==> src/rtl/wb_pkg.sv <==
// wb_pkg: shared load encodings, FSM states and counter width for the writeback stage
package wb_pkg;
    localparam logic [2:0] LB  = 3'b000;
    localparam logic [2:0] LH  = 3'b001;
    localparam logic [2:0] LW  = 3'b010;
    localparam logic [2:0] LBU = 3'b100;
    localparam logic [2:0] LHU = 3'b101;
    localparam int CNT_W = 8;
    typedef enum logic {IDLE, WAIT_LOAD} state_t;
endpackage

==> src/rtl/load_align.sv <==
// load_align: extracts and extends the addressed byte/halfword of a load word
// Ports: i_data raw word, i_funct3 size/sign, i_addr_lo byte offset, o_data aligned word
module load_align
    import wb_pkg::*;
#(
    parameter int DATA_W = 32
) (
    input  logic [DATA_W-1:0] i_data,
    input  logic [2:0]        i_funct3,
    input  logic [1:0]        i_addr_lo,
    output logic [DATA_W-1:0] o_data
);
    logic [DATA_W-1:0] w_sh;
    logic [7:0]        w_b;
    logic [15:0]       w_h;
    assign w_sh = i_data >> {i_addr_lo, 3'b000};
    assign w_b  = w_sh[7:0];
    // halfword select ignores addr_lo[0]
    assign w_h  = i_addr_lo[1] ? i_data[31:16] : i_data[15:0];
    always_comb
        o_data = i_funct3 == LB  ? {{(DATA_W-8){w_b[7]}}, w_b} :
                 i_funct3 == LBU ? {{(DATA_W-8){1'b0}}, w_b} :
                 i_funct3 == LH  ? {{(DATA_W-16){w_h[15]}}, w_h} :
                 i_funct3 == LHU ? {{(DATA_W-16){1'b0}}, w_h} :
                 i_data;
endmodule

==> src/rtl/stage5_writeback.sv <==
// stage5_writeback: register-file writeback of ALU results and one outstanding load
// Ports: ex_* stage-4 result handshake, mem_* load response, rs1/rs2 -> hazard_stall,
// write_* register-file port, load_busy, err (sticky timeout / spurious response)
module stage5_writeback
    import wb_pkg::*;
#(
    parameter int DATA_W  = 32,
    parameter int TIMEOUT = 64
) (
    input  logic              clk,
    input  logic              reset_n,
    input  logic              ex_valid,
    output logic              ex_ready,
    input  logic [4:0]        ex_rd,
    input  logic [DATA_W-1:0] ex_result,
    input  logic              ex_is_load,
    input  logic [2:0]        ex_funct3,
    input  logic [1:0]        ex_addr_lo,
    input  logic              mem_rvalid,
    input  logic [DATA_W-1:0] mem_rdata,
    input  logic [4:0]        rs1,
    input  logic [4:0]        rs2,
    output logic              hazard_stall,
    output logic [DATA_W-1:0] write_data,
    output logic [4:0]        write_select,
    output logic              write_en,
    output logic              load_busy,
    output logic              err
);
    state_t             r_state, w_next;
    logic [CNT_W-1:0]   r_cnt;
    logic [4:0]         r_rd;
    logic [2:0]         r_f3;
    logic [1:0]         r_lo;
    logic [DATA_W-1:0]  w_aligned;
    logic               w_wait, w_alu, w_ld_acc, w_resp, w_tmo;

    load_align #(.DATA_W(DATA_W)) u_align (
        .i_data   (mem_rdata),
        .i_funct3 (r_f3),
        .i_addr_lo(r_lo),
        .o_data   (w_aligned)
    );

    assign w_wait    = r_state == WAIT_LOAD;
    assign load_busy = w_wait;
    assign hazard_stall = w_wait && r_rd != 5'd0 && (rs1 == r_rd || rs2 == r_rd);

    always_ff @(posedge clk or negedge reset_n)
        if (!reset_n) r_state <= IDLE;
        else          r_state <= w_next;

    // while waiting: the load owns the write port, only one load may be pending,
    // and a younger write to the same rd must not overtake it
    always_comb begin
        ex_ready = !w_wait || !(mem_rvalid || ex_is_load || (ex_rd == r_rd && ex_rd != 5'd0));
        w_alu    = ex_valid && ex_ready && !ex_is_load;
        w_ld_acc = ex_valid && !w_wait && ex_is_load;
        w_resp   = w_wait && mem_rvalid;
        w_tmo    = w_wait && !mem_rvalid && r_cnt == CNT_W'(TIMEOUT - 1);
        w_next   = r_state;
        if (!w_wait && w_ld_acc)      w_next = WAIT_LOAD;
        if (w_wait && (w_resp || w_tmo)) w_next = IDLE;
    end

    always_ff @(posedge clk or negedge reset_n)
        if (!reset_n) begin
            write_en     <= 1'b0;
            write_select <= 5'd0;
            write_data   <= '0;
            err          <= 1'b0;
            r_cnt        <= '0;
            r_rd         <= 5'd0;
            r_f3         <= 3'd0;
            r_lo         <= 2'd0;
        end else begin
            write_en <= 1'b0;
            if (w_resp) begin
                write_en     <= r_rd != 5'd0;
                write_select <= r_rd;
                write_data   <= w_aligned;
            end else if (w_alu) begin
                write_en     <= ex_rd != 5'd0;
                write_select <= ex_rd;
                write_data   <= ex_result;
            end
            if (w_ld_acc) begin
                r_rd  <= ex_rd;
                r_f3  <= ex_funct3;
                r_lo  <= ex_addr_lo;
                r_cnt <= '0;
            end else if (w_wait) r_cnt <= r_cnt + 1'b1;
            if (w_tmo || (!w_wait && mem_rvalid)) err <= 1'b1;
        end
endmodule

==> config.mk <==
export PLATFORM = sky130hd
export DESIGN_NAME = stage5_writeback
export DESIGN_NICKNAME = d
export VERILOG_FILES = /design/src/rtl/wb_pkg.sv /design/src/rtl/load_align.sv /design/src/rtl/stage5_writeback.sv
export SDC_FILE = /design/constraint.sdc
export NUM_CORES = 1
export LEC_CHECK = 0
export ABC_AREA = 1
export BUFFER_PORTS_ARGS = -buffer_cell sky130_fd_sc_hd__buf_2
export CAP_MARGIN = 20
export CORE_ASPECT_RATIO = 0.5
export CORE_MARGIN = 4
export CORE_UTILIZATION = 46
export CTS_CLUSTER_DIAMETER = 150
export DETAILED_ROUTE_END_ITERATION = 16
export PLACE_DENSITY_LB_ADDON = 0.15
export SETUP_SLACK_MARGIN = 0.05
export SYNTH_ARGS = -nofsm -noshare
export SYNTH_HDL_FRONTEND = slang
export SYNTH_SLANG_ARGS = --single-unit
==> constraint.sdc <==
create_clock -name clk -period 1.44 [get_ports clk]
set_clock_uncertainty 0.05 [all_clocks]
set_input_delay 0.432 -clock clk [delete_from_list [all_inputs] [get_ports clk]]
set_output_delay 0.432 -clock clk [all_outputs]
set_load 0.05 [all_outputs]
## Word-level counts from Yosys, hierarchy flattened

Index checks and enable logic that the tools add are counted.

- Logic and storage cells: 62
- Register bits: 58
- Output and inout bits: 42
- Bits of input ports: 89

- Muxes and demuxes: 15
- Shift-type cells: 1
- $add $sub $neg: 1
- Equal/unequal tests: 7
- Reduce and logical (&&, ||, !) cells: 29

Operators with widths:

| kind | number |
|---|---|
| $mux W32 | 6 |
| $shr A32 B5 Y8 | 1 |
| $mux W16 | 1 |
| $mux W8 | 2 |
| $eq A5 B5 Y1 | 3 |
| $logic_and A1 B1 Y1 | 13 |
| $mux W5 | 2 |
| $reduce_bool A5 Y1 | 2 |
| $add A8 B1 Y8 const B | 1 |
| $eq A8 B6 Y1 const B | 1 |
| $eq A3 B3 Y1 const B | 2 |
| $logic_or A1 B1 Y1 | 6 |
| $reduce_bool A2 Y1 | 3 |
| $logic_not A1 Y1 | 4 |
| $mux W1 | 4 |
| $eq A3 B1 Y1 const B | 1 |
| $logic_not A3 Y1 | 1 |

## Depth between registers and ports, before layout

Gate-level depths: netlist (run 1).

- Word-level depth: 9
- Mapped depth: 13
- Gate-level depth less buffers: 12

## Cells and area by module

Synthesis (run 1) repeated with hierarchy kept, for this count alone.

- Cell total of the unflattened synthesis: 617
- Area total of the unflattened synthesis: 4219.0 um^2

Modules (own cells, without submodules):

| module | instances | sequential area each (um^2) | area each (um^2) | cells an instance |
|---|---|---|---|---|
| stage5_writeback | 1 | 1451.4 | 3083.0 | 362 |
| load_align | 1 | 0.0 | 1136.1 | 255 |

## Worst setup path before layout (run 1)

No wires, ideal clock.

- Path kind: input to output
- From: in rs1[1]
- To: out hazard_stall
- Cell stages on the path: 4
- Data required time: 958 ps
- Data arrival time: 1699 ps
- Buffers on the path: 0
- Setup slack: -741 ps
- Cells stage by stage: or2_2 a21oi_1 nand4_1 a21oi_1

- Longest elaborated chain between the ends: 3

RTL lines:

| item | RTL line | RTL |
|---|---|---|
| from (decl) | stage5_writeback.sv:21 | `input logic [4:0] rs1,` |
| $eq A5 B5 Y1 | stage5_writeback.sv:47 | `assign hazard_stall = w_wait && r_rd != 5'd0 && (rs1 == r_rd \|\| rs2 == r_rd);` |
| $logic_or A1 B1 Y1 | stage5_writeback.sv:47 |  |
| $logic_and A1 B1 Y1 | stage5_writeback.sv:47 |  |
| to (decl) | stage5_writeback.sv:23 | `output logic hazard_stall,` |

No other way between the ends.

## Worst setup path after layout (run 1)

- From: reg r_rd[0]
- To: out hazard_stall

- Longest elaborated chain between the ends: 3
- Elaborated cells on any way between the ends: 6
- Those cells by class: 2 x eq/ne; 4 x reduce/logical

RTL lines:

| item | RTL line | RTL |
|---|---|---|
| from (decl) | stage5_writeback.sv:32 | `logic [4:0] r_rd;` |
| from (signal assigned) | stage5_writeback.sv:88 | `r_rd <= ex_rd;` |
| $eq A5 B5 Y1 or $reduce_bool A5 Y1 (tied branches) | stage5_writeback.sv:47 |  |
| $logic_or A1 B1 Y1 or $logic_and A1 B1 Y1 (tied branches) | stage5_writeback.sv:47 |  |
| $logic_and A1 B1 Y1 (*) | stage5_writeback.sv:47 |  |

Mark *: on every way between the ends. The rest lies on a longest branch, timed or not.

==> impl_metrics.csv, run 1 <==
group,metric,value,unit
pwr,internal_power,5.037,mW
timing,tns,-18.19,ns
timing,max_slew_margin,0.7249,
grt,antenna_found_initial,0,
floorplanning,rows,23,
finish,utilization,0.7422,
finish,fin_area,6045,sq um
route,drcViolationCount,0,
pwr,power_switching,3.432,mW
worst_setup_path,path_cells,"buf_4, nor3_1, nand3_1, nand2_1, a21oi_4, buf_6",
synth,synth-simple-area-share,0.3287,
worst_setup_path,worstPathRequired,0.96,ns
worst_setup_path,reg2reg_from,"r_rd[0]",
worst_setup_path,cp_top_family,"simple AND/OR/NAND/NOR gates",
worst_setup_path,crit_start,"r_rd[0]",
route,vias,4411,
synth,synth_nets,634,
synth,muxShareOfSynthArea,0,
route,routedWlPerCell,15.30,um
outcome,outcome,"finished with violations",
place,io_buffers,130,
worst_setup_path,critPathMaxFanout,4,
min_path,hp-class,"in -> async",
synth,synth_top_area_frac,0.3713,
route,avgViaCountPerCell,5.177,
pwr,power,8.469,mW
clocking,htree_levels,3,
floorplanning,die_area,10130,sq um
finish,drive_gt1_frac,0.4054,
clocking,root_buffer,"clkbuf_16",
synth,synth_most_common_cell,"nand2_1",
worst_setup_path,r2r_end,"write_data[3]",
finish,multi_input_area,2236,sq um
timing,rsz0062_at_grt,"true",
place,hpwl,8.853,mm
pwr,ir_drop,0.8528,mV
clocking,cts_hold_buf,0,
synth,yosys-top-cells-count,"nand2_1, dfrtp_1, a21oi_1, nor2_1, nand3_1",
worst_setup_path,arrival,1.64,ns
grt,grt_max_degree,59,
timing,timing.fmax,472.3,MHz
worst_setup_path,cp-endpoint,"hazard_stall",
run,drv_cap,0,
synth,synth_top_family_by_area,"simple AND/OR/NAND/NOR gates",
worst_setup_path,endpoint_kind,"output port",
finish,diodes,0,
grt,track_usage,0.2428,
synth,synth_edf_count,0,
route,wl,13.03,mm
timing,fin_crit_sh,1.470,
place,gp_congestion,0.8785,
timing,tightestPinTransition,0.4112,ns
floorplanning,pin_count,131,
pwr,pwr-share-seq,0.277,
synth,syn_avg_cell_area,7.185,sq um
outcome,violations,"setup timing",
worst_setup_path,max_stage_delay,0.44,ns
synth,ys_async_sr_fraction,1.000,
grt,grt_pass1_vias,3948,
pwr,netSwitchingFraction,0.4053,
pwr,p_leak,3.104,nW
worst_setup_path,path_buf_inv,2,
timing,min_period,2.117,ns
timing,maxSlewViolCount,0,
synth,ys_ff_latch,58,
worst_setup_path,crit_type,"reg -> out",
worst_setup_path,start_kind,"register",
worst_setup_path,worstSetupPathDepth,6,
pwr,pwr-share-clk,0.249,
clocking,cts.sinks,58,
floorplanning,die_h,73.18,um
floorplanning,core_area,8144,sq um
pwr,cellPowerDensity,1401,nW/um^2
floorplanning,initial_utilization,0.4800,
grt,grt-ovfl-total,0,
clocking,path_clk_slew,0.05,ns
floorplanning,fp.dieW,138.4,um
worst_setup_path,reg2reg_slack,-0.49,ns
route,postRouteAntennaNets,0,
clocking,numCtsBuffers,9,
worst_setup_path,worst_path_max_delay_cell,"dfrtp_1",
synth,synth_cell_types,34,
clocking,cts_tree,"done",
synth,synth_seq_area_share,0.3713,
clocking,cts_buffer_depth,2,
route,dr.pass1.iters,6,
finish,seqCellArea,1458,sq um
synth,yosys.area.top_type,"dfrtp_1",
synth,synth_fa_ha_area_frac,0.003201,
place,placed_area,4974,sq um
clocking,clk_latency,0.33,ns
route,drt_iter0_markers,329,
place,pre_cts_slack,-0.5770,ns
timing,hold_viol_final,0,
grt,grt_pass1_wl,19.44,mm
synth,ys_warn_count,0,
finish,area_growth,54.64,%
timing,setup_viol_count_final,41,
timing,worst_slack,-0.6773,ns
finish,fill_cells,639,
synth,synth_area_leaders,"dfrtp_1, nand2_1, a21oi_1",
pwr,combPwrFrac,0.475,
synth,synth_xor_area_frac,0.02241,
synth,synth_compound_area_frac,0.1668,
worst_setup_path,r2r_cells,14,
synth,synthFlopType,"dfrtp_1",
synth,synth_cells,544,
finish,fin_nets,825,
synth,syn_area,3909,sq um
==> registers in the layout, indices dropped and copies added (netlist names) <==
register and flops:
r_f3 3, r_lo 2, err 1, write_select 5, load_busy 1, write_en 1, r_cnt 8, r_rd 5
write_data 32
==> what timing repair did <==
item                       4_1_cts  5_1_grt
resized for setup               93       49
hold endpoints to repair         0        0
setup endpoints to repair       89       90
buffers inserted                 8       25
cloned                           3        1
pin swaps                        7        9
==> cell type report <==
type | count | share of cell area
Clock buffer | 13 | 0.04140
Clock inverter | 3 | 0.006624
Inverter | 45 | 0.03043
Multi-Input combinational cell | 406 | 0.3699
Sequential cell | 58 | 0.2412
Tap cell | 112 | 0.02318
Timing Repair Buffer | 213 | 0.2848
Timing Repair inverter | 2 | 0.002484
==> placed cells by master, fill, tap and decap left out, types with 2 or more instances in the layout <==
cell type / instances
clkbuf_16: 10
clkinvlp_4: 4
o21ai_2: 2
dfrtp_2: 2
xnor2_1: 6
xor2_1: 4
nand3_4: 2
nand2_1: 150
a21oi_2: 5
buf_6: 44
nand2_4: 5
nand4_1: 3
nor2_1: 40
inv_2: 5
a21oi_1: 40
nand3_1: 32
nand2_8: 2
nand3_2: 29
nor2_4: 3
nand2_2: 6
clkbuf_1: 3
inv_1: 37
dfrtp_1: 55
clkinv_2: 2
nor2_2: 3
buf_8: 2
nor3_1: 3
buf_4: 68
buf_12: 8
o21ai_0: 24
o21ai_1: 13
buf_2: 88
o211ai_1: 24
==> metrics by stage <==
stage	hold WS [ns]	cells
2_1_floorplan	0.08641	544
3_3_place_gp	0.4062	799
3_5_place_dp	0.4074	799
4_1_cts	0.05336	826
5_1_grt	0.06502	852
6_report	0.04035	852
==> metal layers <==
| metal | up-vias | share of wire | global-route usage |
|---|---|---|---|
| li1 | 2185 | - | - |
| met1 | 2039 | 0.43 | 0.3098 |
| met2 | 167 | 0.49 | 0.4190 |
| met3 | 20 | 0.066 | 0.06152 |
| met4 | 0 | 0.011 | 0.06462 |
| met5 | - | 0 | 0 |
==> kinds of logic after synthesis <==
logic type	count (synthesis)
buffers and inverters	80
xor gates and xnor gates	10
adders and majority gates	1
AOI/OAI and AO/OA	114
and+or+nand+nor	281
DFF	58
==> worst min-delay path by stage <==
stage | start | to | slack, ns | cells past startpoint
after floorplan | reset_n | err | 0.09 | 0
after global placement | reset_n | r_cnt[0] | 0.41 | 2
after detailed placement | reset_n | err | 0.41 | 2
after CTS | reset_n | err | 0.05 | 2
after global routing | reset_n | r_cnt[0] | 0.07 | 2
final | reset_n | err | 0.04 | 2
==> power groups by stage <==
stage | Combinational (mW) | Clock [mW] | Sequential, mW
floorplan | 1.38 | 0 | 3.17
global route | 4.29 | 2.23 | 2.37
finish | 4.02 | 2.11 | 2.34
global placement | 3.16 | 0 | 2.29
CTS | 3.66 | 2.13 | 2.33
detailed placement | 3.20 | 0 | 2.31
Note: power is estimated with default switching activity, not from simulation.
==> run 2: changes to the inputs <==
--- a/config.mk
+++ b/config.mk
@@ -11,10 +11,11 @@
 export CORE_ASPECT_RATIO = 0.5
 export CORE_MARGIN = 4
 export CORE_UTILIZATION = 46
-export CTS_CLUSTER_DIAMETER = 150
+export CTS_CLUSTER_DIAMETER = 200
 export DETAILED_ROUTE_END_ITERATION = 16
 export PLACE_DENSITY_LB_ADDON = 0.15
 export SETUP_SLACK_MARGIN = 0.05
+export SKIP_LAST_GASP = 1
 export SYNTH_ARGS = -nofsm -noshare
 export SYNTH_HDL_FRONTEND = slang
 export SYNTH_SLANG_ARGS = --single-unit
==> impl_metrics.csv, run 2 (same netlist as run 1, synthesis figures left out) <==
group,metric,value,unit
clocking,htree_levels,3,
route,drt_iter0_markers,316,
floorplanning,fp.dieW,138.4,um
floorplanning,initial_utilization,0.4800,
worst_setup_path,path_buf_inv,1,
worst_setup_path,crit_type,"reg -> out",
grt,grt_pass1_wl,19.44,mm
floorplanning,die_area,10130,sq um
clocking,path_clk_slew,0.05,ns
route,vias,4406,
place,io_buffers,130,
route,dr.pass1.iters,5,
timing,timing.hold.ws,0.03046,ns
worst_setup_path,endpoint_kind,"output port",
worst_setup_path,reg2reg_slack,-0.48,ns
finish,largest_reg_flops,32,
pwr,ir_drop,0.8520,mV
worst_setup_path,worst_path_max_delay_cell,"dfrtp_1",
run,drv_cap,0,
outcome,violations,"setup timing",
grt,antenna_found_initial,0,
place,hpwl,8.853,mm
place,pre_cts_slack,-0.5770,ns
floorplanning,pin_count,131,
finish,max_flop_register,"write_data",
route,drcViolationCount,0,
worst_setup_path,worstPathRequired,0.96,ns
clocking,cts_hold_buf,0,
finish,final_cell_mix,"nand2_1, buf_2, buf_4",
place,dp_cells,799,
worst_setup_path,start_kind,"register",
timing,tightestPinTransition,0.4105,ns
worst_setup_path,arrival,1.60,ns
timing,worst_slack,-0.6468,ns
route,routedWlPerCell,15.21,um
min_path,hp-class,"in -> async",
floorplanning,die_h,73.18,um
worst_setup_path,path_cells,"or2_4, a21oi_2, nand4_1, a21oi_4, buf_6",
timing,setup_viol_count_final,41,
grt,grt-ovfl-total,0,
pwr,p_leak,3.076,nW
clocking,cts.sinks,58,
floorplanning,rows,23,
timing,maxSlewViolCount,0,
timing,max_slew_margin,0.7253,
clocking,root_buffer,"clkbuf_16",
pwr,cellPowerDensity,1413,nW/um^2
timing,rsz0062_at_grt,"true",
timing,timing.fmax,479.2,MHz
finish,layout_commonest_cell,"nand2_1",
route,postRouteAntennaNets,0,
worst_setup_path,critPathMaxFanout,4,
finish,reg.largest.list,"write_data x32, r_cnt x8",
finish,stdcell_count,849,
grt,grt_pass1_vias,3948,
finish,utilization,0.7330,
timing,fin_crit_sh,1.449,
route,wl,12.92,mm
outcome,outcome,"finished with violations",
place,gp_congestion,0.8785,
worst_setup_path,max_stage_delay,0.43,ns
timing,hold_viol_final,0,
finish,fin_nets,822,
route,avgViaCountPerCell,5.190,
clocking,numCtsBuffers,9,
clocking,cts_tree,"done",
clocking,cts_buffer_depth,2,
pwr,power,8.436,mW
finish,area_growth,52.72,%
grt,track_usage,0.2428,
timing,min_period,2.087,ns
clocking,clk_latency,0.33,ns
worst_setup_path,cp_top_family,"flip-flops",
finish,diodes,0,
floorplanning,core_area,8144,sq um
finish,drive_gt1_frac,0.3976,
grt,grt_max_degree,59,
==> run 2: cell types whose count changed in the layout (fill, tap and decap cells not counted), sizes merged <==
| cell | before | now |
|---|---|---|
| buf | 211 | 208 |
==> run 2: layout make-up <==
class	count	area (sq um)
Timing Repair Buffer	210	1670
Multi-Input combinational cell	406	2213
Inverter	45	183.9
Clock inverter	3	40.04
Sequential cell	58	1456
Tap cell	112	140.1
Fill cell	657	2175
Timing Repair inverter	2	15.01
Clock buffer	13	250.2
==> run 2: layer usage <==
metal	GRT usage	vias to the layer above	wire (um)
met4	0.06462	0	121
met1	0.3098	2024	5523
met3	0.06152	14	914
met5	0	-	0
li1	-	2185	-
met2	0.4190	183	6358
==> run 2: stage by stage <==
step / TNS, ns / cell area, sq um
5_1_grt: -21.67 / 5969
3_3_place_gp: -11.30 / 4974
6_report: -17.50 / 5969
4_1_cts: -15.86 / 5669
2_1_floorplan: -7.006 / 4020
3_5_place_dp: -13.63 / 4974
==> run 2: path summary, 6_finish.rpt <==
kind                       cells past startpoint              to      startpoint
min                                            2        r_cnt[0]         reset_n
max                                            5    hazard_stall         r_rd[1]
min reg2reg                                    2  write_data[18]  write_data[18]
min in group clk                               3         r_f3[2]    ex_funct3[2]
max reg2reg                                   14   write_data[3]         r_rd[0]
max in group asynchronous                      2  write_data[16]         reset_n
==> run 2: worst reg2reg max path, cell delays in order (launching register included) <==
cell and delay, ns:
dfrtp_1 0.43, buf_4 0.17, inv_2 0.03, nand2_1 0.05, nand2_1 0.05, nor2_1 0.10, nand3_1 0.11, nand2_2 0.09
nand2_4 0.05, buf_4 0.15, nand2_8 0.10, nand2_8 0.08, buf_4 0.16, nand2_1 0.08, nand2_1 0.06
==> run 2: timing repair <==
action                     4_1_cts  5_1_grt
gates cloned                     3        1
setup endpoints to repair       89       92
pin swaps                        7        7
setup buffers                    8       22
gates resized for setup         92       43
==> run 2: report_power, final <==
group / leakage, nW / switching [mW] / total [mW] / internal, mW
Combinational: 2.21 / 2.34 / 3.99 / 1.65
Clock: 0.144 / 0.730 / 2.11 / 1.38
Sequential: 0.719 / 0.348 / 2.34 / 1.99
Total: 3.08 / 3.42 / 8.44 / 5.02
